### config.mk
export PLATFORM = sky130hd
export DESIGN_NAME = aes_ahb_master
export DESIGN_NICKNAME = d
export VERILOG_FILES = /design/src/rtl/aes_ahb_pkg.sv /design/src/rtl/ahb_pipe_reg.sv /design/src/rtl/aes_ahb_master.sv
export SDC_FILE = /design/constraint.sdc
export NUM_CORES = 2
export LEC_CHECK = 0
export ABC_AREA = 1
export CELL_PAD_IN_SITES_DETAIL_PLACEMENT = 1
export CELL_PAD_IN_SITES_GLOBAL_PLACEMENT = 2
export CORE_AREA = 5 5 490 492
export DETAILED_ROUTE_END_ITERATION = 10
export DIE_AREA = 0 0 495 497
export GPL_ROUTABILITY_DRIVEN = 0
export GPL_TIMING_DRIVEN = 1
export PLACE_DENSITY = 0.61
export REMOVE_ABC_BUFFERS = 1
export SETUP_SLACK_MARGIN = 0.1
export SLEW_MARGIN = 10
export SYNTH_ARGS = -nofsm -noshare
export SYNTH_HDL_FRONTEND = slang
export SYNTH_SLANG_ARGS = --single-unit
### constraint.sdc
create_clock -name HCLK -period 46.5 [get_ports HCLK]
set_input_delay 6.975 -clock HCLK [delete_from_list [all_inputs] [get_ports HCLK]]
set_output_delay 6.975 -clock HCLK [all_outputs]
set_load 0.03 [all_outputs]
### src/rtl/aes_ahb_pkg.sv
// Shared types and register map for the AES slave burst master.
// Bus encodings, job states and the beat record carried from address to data phase.
package aes_ahb_pkg;

    typedef enum logic [1:0] {
        HTRANS_IDLE   = 2'b00,
        HTRANS_BUSY   = 2'b01,
        HTRANS_NONSEQ = 2'b10,
        HTRANS_SEQ    = 2'b11
    } htrans_t;

    typedef enum logic [2:0] {
        HBURST_SINGLE = 3'd0,
        HBURST_INCR   = 3'd1
    } hburst_t;

    localparam logic [2:0]  HSIZE_WORD = 3'd2;
    localparam logic [1:0]  HRESP_OKAY  = 2'd0;
    localparam logic [1:0]  HRESP_ERROR = 2'd1;

    localparam logic [31:0] MODE_ENC   = 32'h0000_0004;
    localparam logic [31:0] MODE_DEC   = 32'h0000_0008;
    localparam logic [31:0] KEY_BASE   = 32'h0000_0010;
    localparam logic [31:0] WDATA_BASE = 32'h0000_0040;
    localparam logic [31:0] RDATA_BASE = 32'h0000_0080;

    typedef enum logic [2:0] {
        ST_IDLE  = 3'd0,
        ST_MODE  = 3'd1,
        ST_KEY   = 3'd2,
        ST_WDATA = 3'd3,
        ST_RDATA = 3'd4,
        ST_TAIL  = 3'd5,
        ST_DONE  = 3'd6
    } state_t;

    typedef struct packed {
        logic       valid;
        logic       write;
        state_t     phase;
        logic [3:0] idx;
    } beat_t;

    // Word idx of a 512-bit vector, word 0 being the most significant.
    function automatic logic [31:0] pick_word(input logic [511:0] v, input logic [3:0] idx);
        return v[511 - 32*idx -: 32];
    endfunction

endpackage

### src/rtl/ahb_pipe_reg.sv
// Carries the accepted address-phase beat into its data phase.
// Advances only when HREADY completes the current transfer.
module ahb_pipe_reg
    import aes_ahb_pkg::*;
(
    input  logic  i_clk,
    input  logic  i_rst,
    input  logic  i_ready,
    input  beat_t i_beat,
    output beat_t o_beat
);

    beat_t r_beat;

    // NOTE: sequential state uses non-blocking assignments so every register samples pre-edge values.
    always_ff @(posedge i_clk) begin
        if (i_rst) begin
            r_beat <= '0;
        end else if (i_ready) begin
            r_beat <= i_beat;
        end
    end

    assign o_beat = r_beat;

endmodule

### src/rtl/aes_ahb_master.sv
// AHB-Lite master sequencing one AES job: mode, key, four blocks in, four blocks out.
// Single FSM with registered bus outputs; data-phase selection comes from ahb_pipe_reg.
module aes_ahb_master
    import aes_ahb_pkg::*;
#(
    parameter logic [31:0] BASE_ADDR = 32'h0000_0000
) (
    input  logic         HCLK,
    input  logic         HRESET,
    input  logic         start,
    input  logic         decrypt,
    input  logic [127:0] key,
    input  logic [511:0] din,
    output logic         busy,
    output logic         done,
    output logic         error,
    output logic [511:0] dout,
    output logic         HSELx,
    output logic [31:0]  HADDR,
    output logic [1:0]   HTRANS,
    output logic         HWRITE,
    output logic [2:0]   HBURST,
    output logic [2:0]   HSIZE,
    output logic [3:0]   HPROT,
    output logic [31:0]  HWDATA,
    input  logic [31:0]  HRDATA,
    input  logic         HREADY,
    input  logic [1:0]   HRESP
);

    state_t       r_state;
    logic [3:0]   r_beat;
    logic [127:0] r_key;
    logic [511:0] r_din;
    logic [511:0] r_dout;
    logic         r_busy, r_done, r_error;
    logic         r_hsel, r_hwrite;
    logic [31:0]  r_haddr;
    htrans_t      r_htrans;
    hburst_t      r_hburst;

    logic [3:0]   w_beat_inc;
    logic [31:0]  w_step_off;
    beat_t        w_abeat, w_dbeat;
    logic [31:0]  w_hwdata;
    logic         w_data_err, w_rd_capture;

    assign w_beat_inc   = r_beat + 4'd1;
    assign w_step_off   = {26'd0, w_beat_inc, 2'b00};
    assign w_data_err   = w_dbeat.valid && !HREADY && (HRESP == HRESP_ERROR);
    assign w_rd_capture = w_dbeat.valid && !w_dbeat.write && HREADY && (HRESP == HRESP_OKAY);

    always_comb begin
        w_abeat       = '0;
        w_abeat.valid = (r_htrans != HTRANS_IDLE);
        w_abeat.write = r_hwrite;
        w_abeat.phase = r_state;
        w_abeat.idx   = r_beat;
    end

    ahb_pipe_reg u_pipe (
        .i_clk   (HCLK),
        .i_rst   (HRESET),
        .i_ready (HREADY),
        .i_beat  (w_abeat),
        .o_beat  (w_dbeat)
    );

    // NOTE: every always_comb output gets a default first so no path can infer a latch.
    always_comb begin
        w_hwdata = '0;
        if (w_dbeat.valid && w_dbeat.write) begin
            case (w_dbeat.phase)
                ST_KEY:   w_hwdata = pick_word({r_key, 384'd0}, w_dbeat.idx);
                ST_WDATA: w_hwdata = pick_word(r_din, w_dbeat.idx);
                default:  w_hwdata = '0;
            endcase
        end
    end

    // NOTE: job operands carry no reset; they are only consumed while a beat is in flight.
    always_ff @(posedge HCLK) begin
        if (r_state == ST_IDLE && start) begin
            r_key <= key;
            r_din <= din;
        end
    end

    always_ff @(posedge HCLK) begin
        if (HRESET) begin
            r_state  <= ST_IDLE;
            r_beat   <= '0;
            r_busy   <= 1'b0;
            r_done   <= 1'b0;
            r_error  <= 1'b0;
            r_hsel   <= 1'b0;
            r_hwrite <= 1'b0;
            r_haddr  <= '0;
            r_htrans <= HTRANS_IDLE;
            r_hburst <= HBURST_SINGLE;
            r_dout   <= '0;
        end else begin
            r_done <= 1'b0;
            if (w_rd_capture) begin
                r_dout[511 - 32*w_dbeat.idx -: 32] <= HRDATA;
            end
            if (w_data_err) begin
                // First ERROR cycle: drop the pending address phase and drain through TAIL.
                r_state  <= ST_TAIL;
                r_error  <= 1'b1;
                r_hsel   <= 1'b0;
                r_hwrite <= 1'b0;
                r_haddr  <= '0;
                r_htrans <= HTRANS_IDLE;
                r_hburst <= HBURST_SINGLE;
            end else begin
                case (r_state)
                    ST_IDLE: if (start) begin
                        r_state  <= ST_MODE;
                        r_beat   <= '0;
                        r_busy   <= 1'b1;
                        r_error  <= 1'b0;
                        r_hsel   <= 1'b1;
                        r_hwrite <= 1'b1;
                        r_htrans <= HTRANS_NONSEQ;
                        r_hburst <= HBURST_SINGLE;
                        r_haddr  <= BASE_ADDR + (decrypt ? MODE_DEC : MODE_ENC);
                    end
                    ST_MODE: if (HREADY) begin
                        r_state  <= ST_KEY;
                        r_beat   <= '0;
                        r_htrans <= HTRANS_NONSEQ;
                        r_hburst <= HBURST_INCR;
                        r_haddr  <= BASE_ADDR + KEY_BASE;
                    end
                    ST_KEY: if (HREADY) begin
                        if (r_beat == 4'd3) begin
                            r_state  <= ST_WDATA;
                            r_beat   <= '0;
                            r_htrans <= HTRANS_NONSEQ;
                            r_haddr  <= BASE_ADDR + WDATA_BASE;
                        end else begin
                            r_beat   <= w_beat_inc;
                            r_htrans <= HTRANS_SEQ;
                            r_haddr  <= BASE_ADDR + KEY_BASE + w_step_off;
                        end
                    end
                    ST_WDATA: if (HREADY) begin
                        if (r_beat == 4'd15) begin
                            r_state  <= ST_RDATA;
                            r_beat   <= '0;
                            r_hwrite <= 1'b0;
                            r_htrans <= HTRANS_NONSEQ;
                            r_haddr  <= BASE_ADDR + RDATA_BASE;
                        end else begin
                            r_beat   <= w_beat_inc;
                            r_htrans <= HTRANS_SEQ;
                            r_haddr  <= BASE_ADDR + WDATA_BASE + w_step_off;
                        end
                    end
                    ST_RDATA: if (HREADY) begin
                        if (r_beat == 4'd15) begin
                            r_state  <= ST_TAIL;
                            r_beat   <= '0;
                            r_hsel   <= 1'b0;
                            r_htrans <= HTRANS_IDLE;
                            r_hburst <= HBURST_SINGLE;
                            r_haddr  <= '0;
                        end else begin
                            r_beat   <= w_beat_inc;
                            r_htrans <= HTRANS_SEQ;
                            r_haddr  <= BASE_ADDR + RDATA_BASE + w_step_off;
                        end
                    end
                    ST_TAIL: if (HREADY) begin
                        r_state <= ST_DONE;
                        r_done  <= 1'b1;
                    end
                    ST_DONE: begin
                        r_state <= ST_IDLE;
                        r_busy  <= 1'b0;
                    end
                    default: r_state <= ST_IDLE;
                endcase
            end
        end
    end

    assign busy   = r_busy;
    assign done   = r_done;
    assign error  = r_error;
    assign dout   = r_dout;
    assign HSELx  = r_hsel;
    assign HADDR  = r_haddr;
    assign HTRANS = r_htrans;
    assign HWRITE = r_hwrite;
    assign HBURST = r_hburst;
    assign HSIZE  = HSIZE_WORD;
    assign HPROT  = 4'd0;
    assign HWDATA = w_hwdata;

endmodule

==> impl_metrics.yaml <==
outcome:
  status: "completed"
power_and_ir_drop:
  power_frac_clock_pct: 39.6
  ir_drop_mv: 0.0324
  power.total_w: 0.00289
  p_sw_w: 0.000833
  power.internal_w: 0.00206
  p_leak_nw: 23.0
  seqPwrFrac_pct: 46.4
  pwr-share-comb_pct: 13.9
  sw_frac_of_total_pct: 28.8
  powerDensity_nw_per_um2: 44.4
synth:
  seq_area_frac_synth_pct: 67.2
  syn_inst: 4493
  avgSynthCellArea_um2: 9.96
  yosys_register_bits: 1182
  ys_types: 32
  synth-warning-count: 0
  syn_area_um2: 44800
die:
  chipHeight_um: 497
  coreArea_um2: 235000
  std_cell_rows: 178
  die_x_um: 495
  initial_core_util_pct: 19.1
  die_area_um2: 246000
  ioPinCount: 1272
setup_path:
  path_class: "reg2out"
  crit_fanout: 61
  crit_chain: "nand2_4 -> inv_4 -> buf_4 -> nand2_1 -> nand4_1 -> nand2_1 -> nand3_1 -> nand2_1 -> nor2_1 -> clkdlybuf4s50_1"
  r2r_start: "r_state[0]$_SDFFE_PP0P_"
  slowest_stage: "clkdlybuf4s50_1"
  crit_family: "buffers and inverters"
  max_stage_delay_ps: 770
  start_kind: "flip-flop"
  r2r_end: "r_key[69]$_DFFE_PP_"
  cp-end-kind: "output port"
  cp.arrival_ps: 5110
  r2r_setup_slack_ps: 41720
  worstRegToRegCells: 9
  crit_top_cell: "nand2_1"
  cp_data_required_time_ps: 39520
  cp.buffers_inverters: 3
cells_and_area:
  final_cell_mix: "clkdlybuf4s50_1 (1233), nand2_1 (835), edfxtp_1 (640)"
  multi_input_area_um2: 11800
  drive_above_1_share_pct: 5.52
  final_common_cell: "clkdlybuf4s50_1"
  layoutNonFillerInstCount: 8924
  fin_nets: 6307
  regArea_um2: 30100
  final_area_um2: 65100
  fillCellCount: 26800
  area_growth_pct: 45.4
clock_tree:
  postCtsHoldBufs: 0
  post-cts-setup-buffer-count: 0
  root_buffer: "clkbuf_16"
  cts.sinks: 1182
  clock_latency_ps: 810
  cts_tree: "yes"
  path_clk_slew_ps: 50
  clk_path_buf_depth: 3
  cts_resized: 0
  cts_buffers: 145
  h-tree-depth: 4
sta:
  min_period_ps: 12090
  post-route-period-util_pct: 26.0
  slew_headroom_pct: 15.2
  finClkSkew_ps: 31.1
  rsz0062_at_grt: "false"
  hold_viol: 0
  tightestPinTransition_ps: 1270
  fin_tns_setup_ps: 0
  fin_hold_ws_ps: 443
  drv_slew: 0
  fmax_mhz: 82.7
  finalSetupViolations: 0
grt:
  grt_max_degree: 189
  grt_overflow: 0
  antenna_found_initial: 82
  grt_usage_pct: 18.9
  grt_pass1_wl_mm: 324
  first_global_vias: 37600
drt:
  drt-vias-per-instance: 4.16
  num_vias: 37200
  wl_met3_mm: 15.3
  wl_per_cell_um: 27.0
  ant_nets: 0
  wl_met1_mm: 91.2
  routed_wl_mm: 241
  dr.pass1.iters: 5
  route.detailed.drc: 0
  drt_iter0_drc: 2310
  top_layer: "met5"
  met2WireLength_mm: 126
place:
  dpl_cell_area_um2: 60200
  port_buffers: 1236
  place_hpwl_mm: 179
  placedCellCount: 8629
hold_path:
  min_from: "dout[213]$_SDFFE_PP0P_"
  min_to: "dout[213]$_SDFFE_PP0P_"
  hp-class: "reg2reg"
  hold_path_depth: 2
run:
  drv_cap: 0
## tightest hold or removal path, stage by stage (launching register included)
cell	delay, ps
dfxtp_1	300
inv_1	50
a21oi_1	50
## metrics by stage
stage / util (%) / setup WS (ps)
finish: 27.7 / 34410
global route: 27.7 / 34020
CTS: 27.7 / 34060
detailed placement: 25.6 / 34980
global placement: 25.6 / 35030
floorplan: - / 10710
## worst max-delay path by stage
stage,startpoint,endpoint,slack [ps],depth (start not counted)
2_1_floorplan,start,busy$_SDFFE_PP0P_,10710,4
4_1_cts,u_pipe.o_beat[1]$_SDFFE_PP0P_,HWDATA[29],34060,10
6_report,u_pipe.o_beat[1]$_SDFFE_PP0P_,HWDATA[29],34410,10
5_1_grt,u_pipe.o_beat[1]$_SDFFE_PP0P_,HWDATA[29],34020,10
3_5_place_dp,u_pipe.o_beat[1]$_SDFFE_PP0P_,HWDATA[29],34980,10
3_3_place_gp,u_pipe.o_beat[1]$_SDFFE_PP0P_,HWDATA[29],35030,10
## cells in the mapped netlist, drive strengths merged
library cell / n / share of area (%)
nand2: 853 / 7.2
xor2: 2 / 0.039
nor2: 471 / 4.1
a211oi: 2 / 0.034
ha: 2 / 0.056
o22ai: 100 / 1.4
nand4: 97 / 1.4
buf: 129 / 1.8
a21oi: 411 / 4.6
dfxtp: 542 / 24
clkbuf: 206 / 1.7
conb: 2 / 0.017
nor3: 129 / 1.5
nand3: 60 / 0.71
nor4: 1 / 0.014
o21ai: 428 / 4.8
inv: 417 / 3.5
edfxtp: 640 / 43
nand3b: 1 / 0.017
## registers in the layout, indices dropped and copies added, names as in the netlist, 2 cells and up
signal	cells
r_state	3
u_pipe.o_beat	9
dout	512
HTRANS	2
r_din	512
HADDR	6
r_key	128
r_beat	4
## layer usage
layer | up-vias | track usage (%)
met2 | 1210 | 35.0
met4 | 28 | 6.21
li1 | 17300 | -
met5 | - | 0
met1 | 18300 | 20.7
met3 | 311 | 4.80
## power groups by stage
| stage | combinational [W] | clock (W) | sequential, W |
|---|---|---|---|
| 5_1_grt | 0.000441 | 0.00123 | 0.00135 |
| 3_5_place_dp | 0.000416 | 0 | 0.00136 |
| 6_report | 0.000403 | 0.00115 | 0.00134 |
| 3_3_place_gp | 0.000412 | 0 | 0.00136 |
| 2_1_floorplan | 0.000190 | 0 | 0.00158 |
| 4_1_cts | 0.000417 | 0.00118 | 0.00134 |
## area by class of cell
type / count / share of cell area (%)
flip-flops and latches: 1182 / 46.2
repair buffers: 1288 / 19.6
multi-input cells: 2592 / 18.1
clock buffers: 189 / 6.15
well taps: 3150 / 6.06
inverters: 417 / 2.43
clock inverters: 71 / 1.22
diodes: 35 / 0.135
## kinds of logic after synthesis
| family | Yosys count | synth area share, % |
|---|---|---|
| AO/OA/AOI/OAI | 941 | 10.8 |
| XOR/XNOR | 2 | 0.0391 |
| adder cells (fa/ha/maj) | 2 | 0.0559 |
| buffers and inverters | 752 | 7.04 |
| flip-flops | 1182 | 67.2 |
| other | 2 | 0.0168 |
| AND/OR/NAND/NOR | 1612 | 14.8 |
(Power assumes the default switching activity.)
